## config.mk

```make
export PLATFORM = sky130hd
export DESIGN_NAME = fib_access_arb
export DESIGN_NICKNAME = d
export VERILOG_FILES = /design/src/rtl/fib_access_arb.sv
export SDC_FILE = /design/constraint.sdc
export NUM_CORES = 1
export LEC_CHECK = 0
export ABC_AREA = 1
export ABC_CLOCK_PERIOD_IN_PS = 2700
export BUFFER_PORTS_ARGS = -buffer_cell sky130_fd_sc_hd__buf_2
export CORE_AREA = 5 5 218 220
export CTS_CLUSTER_DIAMETER = 60
export DETAILED_ROUTE_END_ITERATION = 10
export DIE_AREA = 0 0 223 225
export PLACE_DENSITY = 0.42
export SLEW_MARGIN = 15
export SYNTH_ARGS = -nofsm -noshare
export SYNTH_HDL_FRONTEND = slang
export SYNTH_SLANG_ARGS = --single-unit
```

## constraint.sdc

```tcl
create_clock -name clk -period 2.7 [get_ports clk]
set_clock_uncertainty 0.2 [all_clocks]
set_input_delay 0.27 -clock clk [delete_from_list [all_inputs] [get_ports clk]]
set_output_delay 0.27 -clock clk [all_outputs]
set_load 0.01 [all_outputs]
```

## src/rtl/fib_access_arb.sv

```systemverilog
// fib_access_arb: round-robin arbiter for the single-port FIB table.
// One access per cycle; read results are routed back to their owner.
module fib_access_arb #(
    parameter int NUM_REQ = 3,
    parameter int ASZ     = 8,
    parameter int DSZ     = 64
) (
    input  logic                   clk,
    input  logic                   reset,
    input  logic [NUM_REQ-1:0]     rq_srdy,
    output logic [NUM_REQ-1:0]     rq_drdy,
    input  logic [NUM_REQ-1:0]     rq_wr,
    input  logic [NUM_REQ*ASZ-1:0] rq_addr,
    input  logic [NUM_REQ*DSZ-1:0] rq_wdata,
    output logic [NUM_REQ-1:0]     rs_srdy,
    input  logic [NUM_REQ-1:0]     rs_drdy,
    output logic [NUM_REQ*DSZ-1:0] rs_data,
    output logic [ASZ-1:0]         ft_addr,
    output logic [DSZ-1:0]         ft_wdata,
    output logic                   ft_rd_n,
    output logic                   ft_wr_n,
    input  logic [DSZ-1:0]         ft_rdata
);

    localparam int IW = (NUM_REQ > 1) ? $clog2(NUM_REQ) : 1;

    logic [IW-1:0]      rr_ptr;
    logic [IW-1:0]      rd_id;
    logic [IW-1:0]      gnt_id;
    logic               rd_pend;
    logic               gnt_vld;
    logic               gnt_wr;
    logic [NUM_REQ-1:0] elig;

    // A read waits for its own in-flight read and a free response slot
    always_comb begin
        elig = '0;
        for (int i = 0; i < NUM_REQ; i++) begin
            elig[i] = rq_srdy[i] &&
                      (rq_wr[i] ||
                       (!(rd_pend && (rd_id == IW'(i))) &&
                        (!rs_srdy[i] || rs_drdy[i])));
        end
    end

    // Pick the first eligible requester at or after rr_ptr
    always_comb begin : scan_p
        int idx;
        idx     = 0;
        gnt_vld = 1'b0;
        gnt_id  = '0;
        for (int k = 0; k < NUM_REQ; k++) begin
            idx = int'(rr_ptr) + k;
            if (idx >= NUM_REQ) idx = idx - NUM_REQ;
            if (!gnt_vld && reset && elig[idx]) begin
                gnt_vld = 1'b1;
                gnt_id  = IW'(idx);
            end
        end
    end

    // Drive the accept strobe and the memory port from the winner
    always_comb begin
        rq_drdy  = '0;
        gnt_wr   = 1'b0;
        ft_addr  = '0;
        ft_wdata = '0;
        ft_rd_n  = 1'b1;
        ft_wr_n  = 1'b1;
        if (gnt_vld) begin
            rq_drdy[gnt_id] = 1'b1;
            gnt_wr   = rq_wr[gnt_id];
            ft_addr  = rq_addr[int'(gnt_id)*ASZ +: ASZ];
            ft_wdata = rq_wdata[int'(gnt_id)*DSZ +: DSZ];
            ft_rd_n  = gnt_wr;
            ft_wr_n  = !gnt_wr;
        end
    end

    // Advance the round-robin pointer and track the read in flight
    always_ff @(posedge clk or negedge reset) begin
        if (!reset) begin
            rr_ptr  <= '0;
            rd_pend <= 1'b0;
            rd_id   <= '0;
        end else begin
            rd_pend <= gnt_vld && !gnt_wr;
            if (gnt_vld) begin
                rr_ptr <= (gnt_id == IW'(NUM_REQ-1)) ? '0 : gnt_id + 1'b1;
            end
            if (gnt_vld && !gnt_wr) begin
                rd_id <= gnt_id;
            end
        end
    end

    // Response slots: a returning read wins over a same-cycle drain
    always_ff @(posedge clk or negedge reset) begin
        if (!reset) begin
            rs_srdy <= '0;
            rs_data <= '0;
        end else begin
            for (int i = 0; i < NUM_REQ; i++) begin
                if (rd_pend && (rd_id == IW'(i))) begin
                    rs_srdy[i]              <= 1'b1;
                    rs_data[i*DSZ +: DSZ]   <= ft_rdata;
                end else if (rs_drdy[i]) begin
                    rs_srdy[i] <= 1'b0;
                end
            end
        end
    end

endmodule
```

# ---- Yosys cells after proc, flatten, opt, wreduce, memory -nomap -nowiden
# Cells that the tools add are included.
dict set report classes {
  add_sub_neg 6
  n_lt_le_gt_ge 8
  eq_ne 3
  shift 2
  n_mux 35
  n_reduce_logical 36
}
# operator n
set op_table {}
lappend op_table {{$shiftx 192x9->64} 1}
lappend op_table {{$lt 32x4->1 const B} 3}
lappend op_table {{$mux 32} 3}
lappend op_table {{$mux 64} 1}
lappend op_table {{$shiftx 24x6->8} 1}
lappend op_table {{$mux 1} 20}
lappend op_table {{$logic_and 1x1->1} 16}
lappend op_table {{$logic_not 1->1} 10}
lappend op_table {{$bmux 1 s2} 4}
lappend op_table {{$mux 2} 4}
lappend op_table {{$mux 8} 1}
lappend op_table {{$sub 3x2->4 const B} 2}
lappend op_table {{$ge 3x2->1 const B} 2}
lappend op_table {{$logic_or 1x1->1} 6}
lappend op_table {{$reduce_bool 2->1} 3}
lappend op_table {{$eq 2x2->1 const B} 2}
lappend op_table {{$add 2x1->3 const B} 1}
lappend op_table {{$add 2x2->3 const B} 1}
lappend op_table {{$lt 2x3->1 const B} 1}
lappend op_table {{$mux 3} 1}
lappend op_table {{$sub 2x2->3 const B} 1}
lappend op_table {{$add 2x1->2 const B} 1}
lappend op_table {{$demux 1 s2} 1}
lappend op_table {{$eq 2x1->1 const B} 1}
lappend op_table {{3 further kinds} 3}
dict set report totals {
  regBits 200
  inputBits 291
  out_inout_bits 272
  elab_cells 99
}

# ---- Logic depth before layout (Yosys ltp)
# Gate-level depths: netlist (run 1).
dict set report logic_depth {
  depth_word 24
  depth_mapped 18
  mapped_depth_nobuf 18
}

# ---- Worst setup path before layout (run 1)
# Ideal clock, no wire load.
dict set report synth_path {
  path_type {reg-to-output}
  from {register rr_ptr[0]}
  to {output port ft_addr[0]}
  arrival_time_ns 2.058
  required_ns 2.230
  slack_ns 0.172
  stages_incl_launch_ff 16
  path_buffers 2
  path_cell_list {dfrtp_1 inv_1 ha_1 inv_1 nand3_1 nand2_1 nand2_1 nor2_2 nand2_2 nand2_1 nand2_1 nand2_2 buf_4 buf_4 nand2_1 a31oi_1}
}
dict set report synth_via {
  elab_chain_cells 17
  elab_cells_between_ends 35
  cone_classes {add/sub (5); order compare (3); shift (1); mux (19); reduce/logical (7)}
}
# element line_no
set synth_rtl {}
lappend synth_rtl {{start, declared} 27} ;# logic [IW-1:0] rr_ptr;
lappend synth_rtl {{start signal, assigned} 89} ;# rr_ptr <= (gnt_id == IW'(NUM_REQ-1)) ? '0 : gnt_id + 1'b1;
lappend synth_rtl {{parallel branches: the longest is 16 deep, another holds $sub 3x2->4} -}
lappend synth_rtl {{$mux 8 (*)} 70} ;# if (gnt_vld) begin
lappend synth_rtl {{end, declared} 18} ;# output logic [ASZ-1:0] ft_addr,
# Every way passes the cells marked *. The select of a mux whose other input is x is not followed.

# ---- Worst setup path after layout (run 1)
dict set report layout_path {
  from {register rr_ptr[0]}
  to {output port ft_wdata[43]}
}
dict set report layout_via {
  elab_chain_cells 17
  elab_cells_between_ends 35
  cone_classes {add/sub (5); order compare (3); shift (1); mux (19); reduce/logical (7)}
}
# element line_no
set layout_rtl {}
lappend layout_rtl {{parallel branches: the longest is 16 deep, another holds $sub 3x2->4} -}
lappend layout_rtl {{$mux 64 (*)} 70}
lappend layout_rtl {{end, declared} 19} ;# output logic [DSZ-1:0] ft_wdata,
# Marked as above.

==> results of run 1 <==
cells in the mapped netlist:
cell type  count
a21boi_0       5
a31oi_1       16
buf_1          2
buf_2         18
buf_4          5
buf_6          3
clkbuf_1      41
dfrtp_1      200
ha_1           2
inv_1         81
inv_2          2
nand2_1      417
nand2_2        3
nand3_1       84
nand3_2        1
nand4_1        7
nor2_1         4
nor2_2         4
nor3_4         1
o21ai_0      194
o21ai_1        5
o21ai_2        1
o21bai_1       1
worst max-delay path by stage:
stage              endpoint  cells past startpoint  slack, ns
2_1_floorplan    ft_addr[0]                     15       0.17
3_3_place_gp   ft_wdata[32]                     14      -0.21
3_5_place_dp   ft_wdata[32]                     13      -0.24
4_1_cts          ft_addr[0]                     13      -0.53
5_1_grt        ft_wdata[61]                     15      -0.67
6_report       ft_wdata[43]                     16      -0.54
worst max-delay path, stage by stage, from the launching register on:
cell,delay [ns]
dfrtp_1,0.39
inv_2,0.08
ha_4,0.23
buf_6,0.12
nor2_1,0.11
nor2_2,0.07
nor2_4,0.11
nand2_4,0.08
nand4_1,0.14
nand2_4,0.10
buf_4,0.16
buf_12,0.15
buf_12,0.13
buf_16,0.13
nand2_1,0.07
nand3_1,0.08
buf_2,0.15
through the flow:
step | utilization | hold WS (ns) | total power, mW
after floorplan | - | -0.226 | 10.7
after global placement | 0.280 | -0.0668 | 16.1
after detailed placement | 0.280 | -0.0671 | 16.1
after CTS | 0.327 | 0.0108 | 21.2
after global routing | 0.347 | 0.0295 | 24.6
final | 0.347 | 0.00718 | 23.1
report_power, final:
group | switching, mW | internal, mW
logic | 8.17 | 7.02
registers | 0.785 | 4.50
clock network | 1.17 | 1.43
state kept, by name, indices dropped and copies added, names as in the netlist:
name	flops
rr_ptr	2
rs_srdy	3
rs_data	192
rd_pend	1
rd_id	2
routing by layer:
metal | vias to the layer above | part of all wire
li1 | 4874 | -
met1 | 4805 | 0.37
met2 | 454 | 0.51
met3 | 114 | 0.063
met4 | 8 | 0.052
met5 | - | 0.00076
logic make-up after synthesis:
| group | synth area share |
|---|---|
| flops | 0.561 |
| simple gates | 0.237 |
| buf+inv | 0.0710 |
| fa+ha+maj | 0.00280 |
| compound gates | 0.129 |
timing repair:
| action | CTS | global route |
|---|---|---|
| hold endpoints to repair | 242 | 0 |
| endpoints found under the setup margin | 77 | 141 |
| pin swaps | 29 | 34 |
| gates resized for setup | 137 | 146 |
| hold buffers | 67 | 0 |
| setup buffers | 15 | 14 |
| gates cloned | 6 | 8 |
area by class of cell:
| class | instances | area (µm²) |
|---|---|---|
| antenna | 16 | 40.0 |
| clock buffer | 20 | 457 |
| clock inverter | 11 | 136 |
| fill | 4857 | 29400 |
| inverter | 83 | 317 |
| multi-input combinational | 745 | 4080 |
| sequential | 200 | 5010 |
| tap | 600 | 751 |
| timing repair buffer | 716 | 4870 |
==> metrics.yaml, run 1 <==
antenna_found_initial: 31
syn_area_per_cell_um2: 8.14
status: "finished, violations left"
pre_cts_ws_ns: -0.236
grt_pass1_wl_um: 66000
start_util: 0.198
fmax_ghz: 0.309
rr_worst_depth: 17
dr.pass1.iters: 5
final_cell_area_um2: 15700
area_growth_pct: 75.4
synthCells: 1097
dpl.cell_count: 2236
place.gp.congestion: 0.944
cts_tree: "built"
critPathLaunchType: "register"
drv_cap: 0
p_leak_nw: 8.42
worstHoldEndpoint: "rs_data[115]"
hold_path.class: "input pin to register"
die_x_um: 223
grt_remaining_overflow: 0
setup_tns_ns: -35.18
slew_headroom: 0.355
p_per_area_nw_per_um2: 1470
cp.required_ns: 2.23
violations: "setup timing"
design.portCount: 563
syn-num-nets: 1390
clk_latency_ns: 0.44
gr-usage-met1: 0.187
cts_inserted_buffers: 17
num_rows: 78
antenna_left: 0
holdPathStages: 3
hp-start: "ft_rdata[51]"
die_h_um: 225
finalHoldViolations: 0
synth-warning-count: 0
hpwl_um: 34600
port_buffers: 562
fin_ws_ns: -0.535
most-common-layout-cells: "515 x buf_2, 354 x nand2_1, 197 x dfrtp_1"
ir_drop_mv: 1.11
period_share: 1.20
top_usage_layer: "met2"
path_class: "register to output pin"
vias: 10300
setup_viol: 77
synth_top_cell_by_area: "dfrtp_1"
synth.yosys.seq_area_share: 0.561
worstReg2RegStart: "rr_ptr[1]"
grt.met3_usage: 0.0468
r2r_end: "rd_id[1]"
clkSinkCount: 200
synth.distinct_cells: 23
ys_seq_elements: 200
synth_top_area_frac: 0.561
finalMaxSlewViolations: 0
routed_wl_um: 46300
viasPerCell: 4.29
regToRegSetupSlack_ns: 0.13
die-area_um2: 50200
placed_cell_area_um2: 12600
fin_cells: 2391
track_usage: 0.172
ctsLongestPathBuffers: 2
cts_max_level: 4
cp.arrival_ns: 2.77
met2_usage: 0.306
rsz0062_at_grt: "true"
critPathMaxFanout: 11
grt_pass1_vias: 10600
root_buffer: "clkbuf_16"
avgRoutedWirePerCell_um: 19.4
synth.area.top_cells: "dfrtp_1 56%, nand2_1 18%, o21ai_0 11%, nand3_1 4.7%, inv_1 3.4%"
crit_path_start: "rr_ptr[0]"
final_common_cell: "buf_2"
final_layout_size_suffix_gt1_frac: 0.466
drcViolationCount: 0
clk_pin_slew_worst_paths_ns: 0.07
endpoint_kind: "output pin"
fin_nets: 2056
drtIter0Drc: 610
grt_max_degree: 98
tightest_slew_ns: 0.967
syn_area_um2: 8930
core_um2: 45100
period_needed_ns: 3.24
Power figures use the tool's default switching activity.
==> run 2, diff against run 1 <==
--- a/config.mk
+++ b/config.mk
@@ -6,7 +6,7 @@
 export NUM_CORES = 1
 export LEC_CHECK = 0
 export ABC_AREA = 1
-export ABC_CLOCK_PERIOD_IN_PS = 2700
+export ABC_CLOCK_PERIOD_IN_PS = 3100
 export BUFFER_PORTS_ARGS = -buffer_cell sky130_fd_sc_hd__buf_2
 export CORE_AREA = 5 5 218 220
 export CTS_CLUSTER_DIAMETER = 60
==> constraint.sdc (replaced) <==
create_clock -name clk -period 3.1 [get_ports clk]
set_clock_uncertainty 0.2 [all_clocks]
set_input_delay 0.31 -clock clk [delete_from_list [all_inputs] [get_ports clk]]
set_output_delay 0.31 -clock clk [all_outputs]
set_load 0.01 [all_outputs]
==> run 2 against run 1 <==
Effect of this change:
- the run still ends with setup timing left
- count of clock-buffer cells in the layout is 2 lower
- highest routed layer unchanged
- setup slack better by 0.28 ns
- worst hold slack better by 0.0055 ns
==> metrics.yaml, run 2 (synthesis gave the netlist of run 1 again) <==
status: "finished, violations left"
violations: "setup timing"
setup_tns_ns: -14.21
critPathMaxFanout: 4
intPower_mw: 10.8
most-common-layout-cells: "525 x buf_2, 356 x nand2_1, 197 x dfrtp_1"
fin_nets: 2036
cts_tree: "built"
nFillCells: 4935
final_layout_size_suffix_gt1_frac: 0.456
drcViolationCount: 0
tightest_slew_ns: 0.916
routed_wl_um: 45800
cts_max_level: 4
drtIter0Drc: 570
grt_remaining_overflow: 0
rr_worst_depth: 18
critPathSlowestCell: "dfrtp_1"
root_buffer: "clkbuf_16"
num_rows: 78
worstReg2RegStart: "rr_ptr[1]"
vias: 10100
fin_util: 0.338
rsz0062_at_grt: "true"
grt_max_degree: 156
placed_cell_area_um2: 12500
period_share: 1.08
die_x_um: 223
path_cells: "ha_4 -> buf_6 -> nand3_2 -> nand2_2 -> nor2_2 -> nor2_2 -> nand2_2 -> nand4_1 -> nand2_4 -> buf_6 -> nor3_4 -> buf_12 -> buf_4 -> buf_8 -> nand2_1 -> nand3_2 -> buf_6"
ir_drop_mv: 0.809
antenna_found_initial: 33
antenna_left: 0
final_cell_area_um2: 15300
seqPwrFrac: 0.238
slew_headroom: 0.389
crit_path_start: "rr_ptr[1]"
grt_pass1_vias: 10400
endpoint: "ft_wdata[12]"
endpoint_kind: "output pin"
path_common_cell: "buf_6"
grt_pass1_wl_um: 64800
p_switching_mw: 8.58
p_clk_frac: 0.118
regToRegSetupSlack_ns: 0.44
clk_pin_slew_worst_paths_ns: 0.08
cp.depth: 17
path_buf_inv: 6
p_leak_nw: 8.16
cp.arrival_ns: 2.85
area_growth_pct: 70.9
finalMaxSlewViolations: 0
place.gp.congestion: 0.944
path_class: "register to output pin"
dpl.cell_count: 2218
critPathTopFamily: "simple AND/OR/NAND/NOR gates"
period_needed_ns: 3.36
design.portCount: 563
cts_inserted_buffers: 17
fin_cells: 2375
die_h_um: 225
clk_latency_ns: 0.44
hold_path.class: "input pin to register"
fin_ws_ns: -0.257
critPathLaunchType: "register"
combinationalPowerShare: 0.644
setup_viol: 75
start_util: 0.198
drv_cap: 0
track_usage: 0.168
cpPeakStageDelay_ns: 0.41
viasPerCell: 4.26
ctsLongestPathBuffers: 2
avgRoutedWirePerCell_um: 19.3
largest_reg_flops: 192
final_common_cell: "buf_2"
dr.pass1.iters: 5
clkSinkCount: 200
r2r_end: "rd_id[1]"
top_register: "rs_data"
die-area_um2: 50200
cp.required_ns: 2.59
hpwl_um: 34200
fmax_ghz: 0.298
core_um2: 45100
netSwitchingFraction: 0.443
total_power_mw: 19.4
finalHoldViolations: 0
port_buffers: 562
p_per_area_nw_per_um2: 1270
reg_top3: "rs_data (192), rs_srdy (3)"
## run 2: cell types whose count changed in the layout (fill, tap and decap cells not counted), moves of 3 or more
cell           change
a31oi_1            -4
a31oi_2            +4
buf_2             +10
buf_4             -14
buf_6              -8
clkinv_4           +4
diode_2            +4
dlygate4sd3_1      -4
inv_2              -3
nand2_2           +12
nand2_4           -13
nand3_1           +12
nand3_2           -12
## run 2: final cells by class
cell class	instances	area [µm²]	share of cell area
sequential	200	5010	0.328
timing repair buffer	696	4580	0.300
multi-input combinational	745	3950	0.259
tap	600	751	0.0492
clock buffer	18	439	0.0288
inverter	83	322	0.0211
clock inverter	13	159	0.0104
antenna	20	50.0	0.00328
## run 2: per-stage QoR
step | worst slack [ns] | hold slack [ns]
5_1_grt | -0.413 | 0.0154
2_1_floorplan | 0.532 | -0.186
3_5_place_dp | 0.123 | 0.269
6_report | -0.257 | 0.0127
3_3_place_gp | 0.183 | 0.262
4_1_cts | -0.183 | 0.00115
## run 2: how the worst min path moves through the flow
stage	start	endpoint	slack [ns]	depth (start not counted)
after floorplan	reset	rd_id[0]	-0.19	0
after global placement	rs_data[127]	rs_data[127]	0.26	2
after detailed placement	rs_data[47]	rs_data[47]	0.27	2
after CTS	ft_rdata[17]	rs_data[17]	0.001	3
after global routing	ft_rdata[18]	rs_data[18]	0.02	3
final	ft_rdata[18]	rs_data[82]	0.01	3
## run 2: power groups by stage
stage | clock network, mW | logic (mW) | registers [mW]
2_1_floorplan | 0 | 4.07 | 5.22
3_3_place_gp | 0 | 9.04 | 4.62
3_5_place_dp | 0 | 9.04 | 4.64
4_1_cts | 2.37 | 11.0 | 4.61
5_1_grt | 2.48 | 13.5 | 4.76
6_report | 2.29 | 12.5 | 4.60
## run 2: per-layer routing
metal,track usage,up-vias,part of all wire
li1,-,4835,-
met1,0.180,4767,0.36
met2,0.307,416,0.52
met3,0.0488,98,0.069
met4,0.0767,6,0.048
met5,0,-,0.00072
## run 2: worst register-to-register path: stages (launching register included)
cell and delay, ns:
dfrtp_1 0.41, ha_4 0.30, buf_6 0.12, nand3_2 0.06
nand2_2 0.06, nor2_2 0.04, nor2_2 0.11, nand2_2 0.09
nand4_1 0.15, nand2_4 0.09, buf_12 0.14, buf_8 0.12
buf_8 0.13, inv_4 0.06, nand3_4 0.08, buf_4 0.14
buf_4 0.12, nand4_1 0.08, nand2_1 0.06
## run 2: what timing repair did
action / CTS / global route
pin swaps: 22 / 20
gates cloned: 5 / 6
endpoints found under the hold margin: 224 / 0
endpoints found under the setup margin: 75 / 76
gates resized for setup: 135 / 123
hold buffers: 63 / 0
setup buffers: 18 / 17
==> run 3, diff against run 2 <==
--- a/config.mk
+++ b/config.mk
@@ -5,14 +5,14 @@
 export SDC_FILE = /design/constraint.sdc
 export NUM_CORES = 1
 export LEC_CHECK = 0
-export ABC_AREA = 1
 export ABC_CLOCK_PERIOD_IN_PS = 3100
 export BUFFER_PORTS_ARGS = -buffer_cell sky130_fd_sc_hd__buf_2
-export CORE_AREA = 5 5 218 220
+export CORE_AREA = 5 5 219 221
 export CTS_CLUSTER_DIAMETER = 60
 export DETAILED_ROUTE_END_ITERATION = 10
-export DIE_AREA = 0 0 223 225
-export PLACE_DENSITY = 0.42
+export DIE_AREA = 0 0 224 226
+export PLACE_DENSITY = 0.43
+export SKIP_CTS_REPAIR_TIMING = 1
 export SLEW_MARGIN = 15
 export SYNTH_ARGS = -nofsm -noshare
 export SYNTH_HDL_FRONTEND = slang
==> run 3 against run 2 <==
Effect of this change:
- the run still ends with setup timing left
- routed wire length is 7.9% higher
- sequential share of layout area hardly changed
- area after synthesis is 2.9% higher
- maximum frequency is 1.7% lower
- clock power hardly changed
- worst hold slack better by 0.013 ns
- highest routed layer unchanged
- final cell count is 8.3% lower
- die area is 0.89% higher
- critical endpoint is now ft_wdata[24]
==> metrics.yaml, run 3 <==
final_common_cell: "buf_2"
fin_nets: 1836
p_switching_mw: 6.85
place.gp.congestion: 1.07
ys_seq_elements: 200
track_usage: 0.175
start_util: 0.200
dr.pass1.iters: 5
rsz0062_at_grt: "true"
root_buffer: "clkbuf_16"
synth_top_area_frac: 0.545
clk_latency_ns: 0.44
die_x_um: 224
largest_reg_flops: 192
intPower_mw: 9.54
period_needed_ns: 3.42
critPathMaxFanout: 7
post-synth-top-count-cell: "nand2_1"
routed_wl_um: 49400
grt_max_degree: 116
cts_inserted_buffers: 17
design.portCount: 563
p_leak_nw: 7.76
tightest_slew_ns: 0.876
dpl.cell_count: 2029
path_class: "register to output pin"
critPathTopFamily: "simple AND/OR/NAND/NOR gates"
combinationalPowerShare: 0.578
setup_tns_ns: -15.40
fmax_ghz: 0.293
ctsLongestPathBuffers: 2
most-common-layout-cells: "547 x buf_2, 247 x nand2_1, 198 x dfrtp_1"
endpoint_kind: "output pin"
path_cells: "or3b_4 -> nand3_4 -> a32oi_2 -> or3_1 -> o211a_4 -> buf_8 -> buf_12 -> and3_4 -> a221o_1 -> buf_2"
die_h_um: 226
antenna_left: 0
final_layout_size_suffix_gt1_frac: 0.560
cp.arrival_ns: 2.91
status: "finished, violations left"
synth.area.top_cells: "dfrtp_1 54%, mux2_2 16%, nand2_1 10%, a22oi_1 5.6%, nand3_1 4.0%"
p_clk_frac: 0.140
synth.distinct_cells: 48
clk_pin_slew_worst_paths_ns: 0.07
fin_cells: 2178
fin_ws_ns: -0.315
hp-start: "rs_drdy[2]"
ys.flop_type: "dfrtp_1"
grt_pass1_vias: 9534
drcViolationCount: 0
synth-warning-count: 0
grt_remaining_overflow: 0
pre_cts_ws_ns: -0.0441
worst_hold_slack_ns: 0.0255
syn-num-nets: 1170
synth.yosys.seq_area_share: 0.545
slew_headroom: 0.416
antenna_found_initial: 35
drtIter0Drc: 336
synth_common_cells: "253 x nand2_1, 200 x dfrtp_1, 128 x mux2_2"
setup_viol: 74
num_rows: 79
syn_area_per_cell_um2: 10.5
synth_top_cell_by_area: "dfrtp_1"
seqPwrFrac: 0.281
worstReg2RegStart: "rd_id[0]"
hpwl_um: 37100
cp.required_ns: 2.59
finalHoldViolations: 0
vias: 9746
period_share: 1.10
cts_tree: "built"
viasPerCell: 4.47
cts_max_level: 4
area_growth_pct: 66.2
grt_pass1_wl_um: 65800
drv_cap: 0
async_flop_share: 1.00
netSwitchingFraction: 0.418
violations: "setup timing"
critPathLaunchType: "register"
synth-edff-count: 0
path_buf_inv: 3
crit_path_start: "rd_id[0]"
finalMaxSlewViolations: 0
synthCells: 877
reg_top3: "rs_data (192), rs_srdy (3)"
ir_drop_mv: 0.477
die-area_um2: 50600
cpPeakStageDelay_ns: 0.46
core_um2: 46000
port_buffers: 562
critPathSlowestCell: "or3b_4"
clkSinkCount: 200
hold_path.class: "input pin to register"
top_register: "rs_data"
p_per_area_nw_per_um2: 1070
avgRoutedWirePerCell_um: 22.7
syn_area_um2: 9190
-- run 3: cell types whose count changed after synthesis, sizes merged, moves of 20 or more --
cell,delta
nand2,-167
mux2,+128
a22oi,+69
a21oi,+20
o21ai,-195
inv,-75
-- run 3: metal layers --
layer | part of all wire | GRT usage | vias up
met4 | 0.052 | 0.0856 | 2
met1 | 0.34 | 0.178 | 4728
met2 | 0.53 | 0.318 | 485
li1 | - | - | 4402
met5 | 0.00026 | 0 | -
met3 | 0.080 | 0.0638 | 129
-- run 3: logic make-up (layout without fill, tap and decap cells) --
kind of cell,Yosys count,after routing,share of synthesized area
simple gates,364,364,0.173
flops,200,200,0.545
mux,128,128,0.157
compound gates,112,112,0.0905
buf+inv,71,750,0.0324
fa+ha+maj,2,2,0.00272
other cells,0,15,0
-- run 3: path summary, 6_finish.rpt --
| kind | end | slack (ns) | cells after the start |
|---|---|---|---|
| min in group asynchronous | rr_ptr[1] | 0.11 | 2 |
| worst min register to register | rs_data[5] | 0.27 | 2 |
| worst max register to register | rd_id[1] | 0.23 | 9 |
| worst max-delay path | ft_wdata[24] | -0.32 | 10 |
| max in group asynchronous | rs_data[140] | 1.12 | 4 |
| worst min-delay path | rs_srdy[2] | 0.03 | 3 |
-- run 3: per-stage QoR --
stage	area, µm²	total power, mW	util
finish	15300	16.4	0.332
global route	15300	17.5	0.332
CTS	13500	15.0	0.294
detailed placement	12900	12.6	0.281
global placement	12900	12.6	0.281
floorplan	9190	8.74	-
-- run 3: cell type report --
| cell class | instances | area (µm²) |
|---|---|---|
| fillers | 4876 | 30700 |
| flip-flops and latches | 200 | 5010 |
| repair buffers | 710 | 4580 |
| multi-input cells | 606 | 4250 |
| well taps | 607 | 759 |
| clock buffers | 19 | 443 |
| clock inverters | 13 | 154 |
| inverters | 8 | 45.0 |
| diodes | 15 | 37.5 |
-- run 3: power groups by stage --
stage	Combinational (mW)	Sequential [mW]	Clock, mW
floorplan	3.53	5.20	0
finish	9.48	4.61	2.30
global placement	8.02	4.60	0
global route	10.2	4.78	2.51
CTS	8.00	4.62	2.40
detailed placement	7.98	4.64	0
-- run 3: worst reg2reg max path: cells and delay by family, from the launching register on --
kind	cells	cell delay [ns]
and+or+nand+nor	3	0.92
AOI/OAI and AO/OA	4	0.77
DFF	1	0.45
buffers and inverters	2	0.40
